<file path="src/rtl/cache_mem_pkg.sv">
// Shared definitions for the cache-to-main-memory arbiter: arbiter states,
// block geometry and the fill-address helper.
package cache_mem_pkg;

    localparam int ADDR_W      = 16;
    localparam int DATA_W      = 16;
    localparam int BLOCK_WORDS = 8;
    localparam int MEM_LATENCY = 4;
    localparam int CNT_W       = 4;
    localparam int IDX_W       = 3;
    localparam int BLK_LSB     = 4;

    typedef enum logic [1:0] {
        IDLE    = 2'd0,
        D_WRITE = 2'd1,
        D_FILL  = 2'd2,
        I_FILL  = 2'd3
    } state_t;

    // Word k of a 16-byte block; the block number is kept as-is, so the
    // last word of block 0xFFF0 is 0xFFFE and nothing wraps to 0x0000.
    function automatic logic [ADDR_W-1:0] fillAddr(
        input logic [ADDR_W-1:BLK_LSB] blk,
        input logic [IDX_W-1:0]        k
    );
        return {blk, k, 1'b0};
    endfunction

endpackage

</file>
<file path="src/rtl/cache_mem_arbiter.sv">
// Arbitrates I-cache and D-cache misses and D-cache write-throughs onto one
// main-memory port; fills are 8 back-to-back reads returned 4 cycles later.
module cache_mem_arbiter
    import cache_mem_pkg::*;
(
    input  logic              clk,
    input  logic              rst,
    input  logic              i_req,
    input  logic [ADDR_W-1:0] i_addr,
    output logic [DATA_W-1:0] i_data_out,
    output logic              i_data_valid,
    output logic [IDX_W-1:0]  i_word_idx,
    input  logic              d_req,
    input  logic              d_wr,
    input  logic [ADDR_W-1:0] d_addr,
    input  logic [DATA_W-1:0] d_data_in,
    output logic [DATA_W-1:0] d_data_out,
    output logic              d_data_valid,
    output logic [IDX_W-1:0]  d_word_idx,
    output logic              i_grant,
    output logic              d_grant,
    output logic              mem_enable,
    output logic              mem_wr,
    output logic [ADDR_W-1:0] mem_addr,
    output logic [DATA_W-1:0] mem_data_in,
    input  logic [DATA_W-1:0] mem_data_out,
    input  logic              mem_data_valid,
    output logic              busy,
    output state_t            dbgState
);

    // Handshake: a cache holds its req level until served; grant is high
    // while it owns memory; data_valid is a one-cycle strobe with no
    // back-pressure, so the cache must accept every word as it arrives.

    state_t                    state, nextState;
    logic [CNT_W-1:0]          issueCnt, retCnt;
    logic [ADDR_W-1:BLK_LSB]   blkQ;
    logic [ADDR_W-1:0]         wrAddrQ;
    logic [DATA_W-1:0]         wrDataQ;
    logic                      filling, issuing, retAccept, lastRet;

    assign filling   = (state == D_FILL) || (state == I_FILL);
    assign issuing   = filling && (issueCnt < CNT_W'(BLOCK_WORDS));
    // Returns with nothing outstanding are stale (e.g. issued before a reset).
    assign retAccept = filling && mem_data_valid && (issueCnt != retCnt);
    assign lastRet   = retAccept && (retCnt == CNT_W'(BLOCK_WORDS - 1));
    assign dbgState  = state;

    always_comb begin
        nextState = state;
        case (state)
            IDLE: begin
                if (d_req && d_wr)  nextState = D_WRITE;
                else if (d_req)     nextState = D_FILL;
                else if (i_req)     nextState = I_FILL;
            end
            D_WRITE:                nextState = IDLE;
            D_FILL, I_FILL: begin
                if (lastRet)        nextState = IDLE;
            end
            default:                nextState = IDLE;
        endcase
    end

    always_ff @(posedge clk) begin
        if (rst) begin
            state    <= IDLE;
            issueCnt <= '0;
            retCnt   <= '0;
            blkQ     <= '0;
            wrAddrQ  <= '0;
            wrDataQ  <= '0;
        end else begin
            state <= nextState;
            if (state == IDLE) begin
                issueCnt <= '0;
                retCnt   <= '0;
                if (nextState == D_WRITE) begin
                    wrAddrQ <= d_addr;
                    wrDataQ <= d_data_in;
                end
                if (nextState == D_FILL) blkQ <= d_addr[ADDR_W-1:BLK_LSB];
                if (nextState == I_FILL) blkQ <= i_addr[ADDR_W-1:BLK_LSB];
            end else begin
                if (issuing)   issueCnt <= issueCnt + 1'b1;
                if (retAccept) retCnt   <= retCnt + 1'b1;
            end
        end
    end

    always_comb begin
        mem_enable   = 1'b0;
        mem_wr       = 1'b0;
        mem_addr     = '0;
        mem_data_in  = '0;
        i_grant      = (state == I_FILL);
        d_grant      = (state == D_FILL) || (state == D_WRITE);
        busy         = (state != IDLE);
        i_data_valid = retAccept && (state == I_FILL);
        d_data_valid = retAccept && (state == D_FILL);
        i_data_out   = '0;
        d_data_out   = '0;
        i_word_idx   = '0;
        d_word_idx   = '0;
        if (state == D_WRITE) begin
            mem_enable  = 1'b1;
            mem_wr      = 1'b1;
            mem_addr    = wrAddrQ;
            mem_data_in = wrDataQ;
        end else if (issuing) begin
            mem_enable = 1'b1;
            mem_addr   = fillAddr(blkQ, issueCnt[IDX_W-1:0]);
        end
        if (i_data_valid) begin
            i_data_out = mem_data_out;
            i_word_idx = retCnt[IDX_W-1:0];
        end
        if (d_data_valid) begin
            d_data_out = mem_data_out;
            d_word_idx = retCnt[IDX_W-1:0];
        end
    end

endmodule

</file>
<file path="config.mk">
export PLATFORM = sky130hd
export DESIGN_NAME = cache_mem_arbiter
export DESIGN_NICKNAME = d
export VERILOG_FILES = /design/src/rtl/cache_mem_pkg.sv /design/src/rtl/cache_mem_arbiter.sv
export SDC_FILE = /design/constraint.sdc
export NUM_CORES = 1
export LEC_CHECK = 0
export ABC_CLOCK_PERIOD_IN_PS = 4000
export CAP_MARGIN = 10
export CELL_PAD_IN_SITES_DETAIL_PLACEMENT = 1
export CELL_PAD_IN_SITES_GLOBAL_PLACEMENT = 1
export CORE_UTILIZATION = 29
export DETAILED_ROUTE_END_ITERATION = 8
export PLACE_DENSITY = 0.92
export SETUP_SLACK_MARGIN = 0.1
export SYNTH_ARGS = -nofsm -noshare
export SYNTH_HDL_FRONTEND = slang
export SYNTH_SLANG_ARGS = --single-unit
</file>
<file path="constraint.sdc">
create_clock -name clk -period 4 [get_ports clk]
set_input_delay 1 -clock clk [delete_from_list [all_inputs] [get_ports clk]]
set_output_delay 1 -clock clk [all_outputs]
set_load 0.1 [all_outputs]
</file>
==> flow_metrics.py <==
metrics = {
    "run_status": {
        "status": "complete, no violations",
    },
    "place": {
        "place_congestion": 0.772,
        "dp_cells": 605,
        "dpl.hpwl_um": 8240,
        "dpl_worst_slack_ns": 0.540,
        "io_buffer_count": 144,
    },
    "synthesis": {
        "synth_nets": 430,
        "ys_seq_elements": 54,
        "yosysWarnings": 0,
        "synth.cell_area_mm2": 0.00281,
        "synth.avg_cell_area_um2": 7.94,
        "ys_seq_area_share_pct": 38.5,
        "synth_cell_types": 37,
        "syn-instance-count": 354,
    },
    "setup_path": {
        "crit_arrival_ns": 2.49,
        "rrSetupSlack_ns": 1.48,
        "cp_max_fo": 42,
        "setup.worst_path.end_class": "primary output",
        "crit_type": "in2out",
        "critPathRequiredTime_ns": 3.00,
        "start_kind": "primary input",
    },
    "finish": {
        "finalNonFillerCells": 613,
        "antenna_cells": 0,
        "postLayoutCoreUtil_pct": 53.1,
        "syn2layout_area_growth_pct": 76.3,
        "final_cell_mix": "nand2_1, clkdlybuf4s50_1, buf_12",
        "final_common_cell": "nand2_1",
        "drive_above_1_share_pct": 24.2,
        "nets": 559,
    },
    "clock_network": {
        "cts_root_buffer": "clkbuf_8",
        "path_clk_slew_ns": 0.10,
        "htreeDepth": 2,
        "clk_latency_ns": 0.30,
        "cts_tree": "done",
        "cts_setup_buffers": 0,
        "cts_buffers": 5,
        "cts_resized": 0,
        "cts-hold-fix-buffers": 0,
        "cts_buffer_depth": 2,
        "cts_sinks": 54,
    },
    "global_route": {
        "grt_pass1_vias": 3455,
        "grt_pass1_wl_um": 17400,
        "antenna_found_initial": 0,
        "overflow": 0,
        "grt_max_degree": 43,
        "grt_use_total_pct": 21.7,
    },
    "floorplan": {
        "die_y_um": 100,
        "coreArea_mm2": 0.00933,
        "start_util_pct": 30.1,
        "die_w_um": 100,
        "dieArea_mm2": 0.0101,
        "rows": 35,
        "ios": 149,
    },
    "power": {
        "p_leak_uw": 0.00205,
        "netSwitchingFraction_pct": 42.7,
        "p_int_uw": 984,
        "netSwitchingPower_uw": 734,
        "ir_worst_vdd_mv": 0.204,
        "power_frac_comb_pct": 44.2,
        "pwr-share-clk_pct": 19.2,
        "powerDensity_mw_per_mm2": 347,
        "pwr-share-seq_pct": 36.6,
    },
    "drt": {
        "totalWireLength_um": 10800,
        "dr_wl_met3_um": 931,
        "top_layer": "met4",
        "routedWlPerCell_um": 17.7,
        "drc_errors": 0,
        "dr_wl_met2_um": 5610,
        "drt_iter0_drc": 83,
        "first_pass_iters": 4,
        "routed_via_density": 5.11,
        "vias": 3135,
        "antenna_left": 0,
        "drt-met1-wl_um": 4070,
    },
    "sta": {
        "setup_tns_ns": 0,
        "rsz0062_at_grt": "no",
        "worst_slew_pin_slew_ns": 0.985,
        "relSlewSlack_pct": 34.1,
        "fmax_ghz": 0.286,
        "fin_skew_ns": 0.00783,
        "finalCritPeriodShare_pct": 87.4,
        "finalSetupViolations": 0,
        "layout_min_cycle_time_ns": 3.49,
        "setup_ws_ns": 0.506,
        "hold_viol_final": 0,
        "maxSlewViolCount": 0,
    },
    "run": {
        "max_cap_violations": 0,
    },
    "hold_path": {
        "hold_class": "reg2reg",
    },
}
-- stage by stage --
stage	cell area [um^2]	hold WS, ns	total power (uW)
floorplan	2830	0.432	1140
global placement	4860	0.438	1370
detailed placement	4860	0.446	1400
global route	4960	0.492	1800
finish	4960	0.459	1720
CTS	4960	0.461	1740
-- cells by family after synthesis --
kind of cell,after synthesis,share of synthesized area [%]
xor gates and xnor gates,7,2.18
and+or+nand+nor,149,26.4
buffers and inverters,46,6.72
DFF,54,38.5
muxes,2,0.712
adders and majority gates,6,2.67
AOI/OAI and AO/OA,90,22.8
-- layer usage --
metal	up-vias	track usage, %
met5	-	0
met4	0	6.58
met3	18	7.35
met2	136	41.7
met1	1505	22.1
li1	1476	-
-- layout make-up --
class	count	area, um^2
clock buffer	6	82.6
clock inverter	2	16.3
fill	1054	4370
multi-input combinational	254	1570
timing repair buffer	151	1980
tap	129	161
inverter	17	63.8
sequential	54	1080
-- flip-flops by register name (all words and copies together) (netlist names) --
name,flops
blkQ,12
wrAddrQ,16
dbgState,2
issueCnt,4
retCnt,4
wrDataQ,16
-- synth_stat cells --
| cell type | n | area share [%] |
|---|---|---|
| nand2_1 | 71 | 9.5 |
| dfxtp_1 | 54 | 38 |
| a21oi_1 | 48 | 8.5 |
| and3_1 | 38 | 8.5 |
| clkbuf_1 | 21 | 2.8 |
| and2_1 | 20 | 4.5 |
| inv_1 | 17 | 2.3 |
| a22o_1 | 15 | 4.7 |
| o221a_1 | 10 | 4.0 |
| buf_2 | 7 | 1.2 |
| nor2_1 | 7 | 0.93 |
| ha_1 | 6 | 2.7 |
| xnor2_1 | 6 | 1.9 |
| nor3_1 | 4 | 0.71 |
| o21ai_0 | 4 | 0.71 |
| a41oi_2 | 2 | 1.2 |
| mux2i_1 | 2 | 0.71 |
| o221a_2 | 2 | 0.80 |
| or3_1 | 2 | 0.44 |
| a2111o_1 | 1 | 0.40 |
| a21o_1 | 1 | 0.27 |
| a221oi_2 | 1 | 0.53 |
| a31o_2 | 1 | 0.31 |
| and3b_1 | 1 | 0.31 |
| buf_6 | 1 | 0.40 |
| nand2b_4 | 1 | 0.49 |
| nand3_1 | 1 | 0.18 |
| nand4_1 | 1 | 0.22 |
| nor2b_1 | 1 | 0.22 |
| nor4b_1 | 1 | 0.31 |
| o2111ai_1 | 1 | 0.31 |
| o21a_1 | 1 | 0.27 |
| o21ai_1 | 1 | 0.18 |
| o21ba_2 | 1 | 0.36 |
| o311ai_0 | 1 | 0.31 |
| or2_2 | 1 | 0.22 |
| xor2_1 | 1 | 0.31 |
-- power by group through the flow --
stage | registers, uW | logic (uW) | clock network, uW
global route | 637 | 801 | 366
global placement | 635 | 739 | 0
floorplan | 657 | 482 | 0
detailed placement | 642 | 761 | 0
CTS | 629 | 764 | 344
finish | 630 | 759 | 329
-- final timing paths --
| kind | start | end | cells after the start |
|---|---|---|---|
| max reg2reg | dbgState[1] | blkQ[11] | 6 |
| max | mem_data_valid | d_data_out[5] | 6 |
| min reg2reg | wrDataQ[13] | wrDataQ[13] | 2 |
| min | wrDataQ[13] | wrDataQ[13] | 2 |
-- critical path: stages --
cell and delay [ns]:
clkdlybuf4s50_1 0.47, inv_1 0.05, a41oi_2 0.14, buf_4 0.32, and3_1 0.29, buf_12 0.20
(Power assumes the default switching activity.)
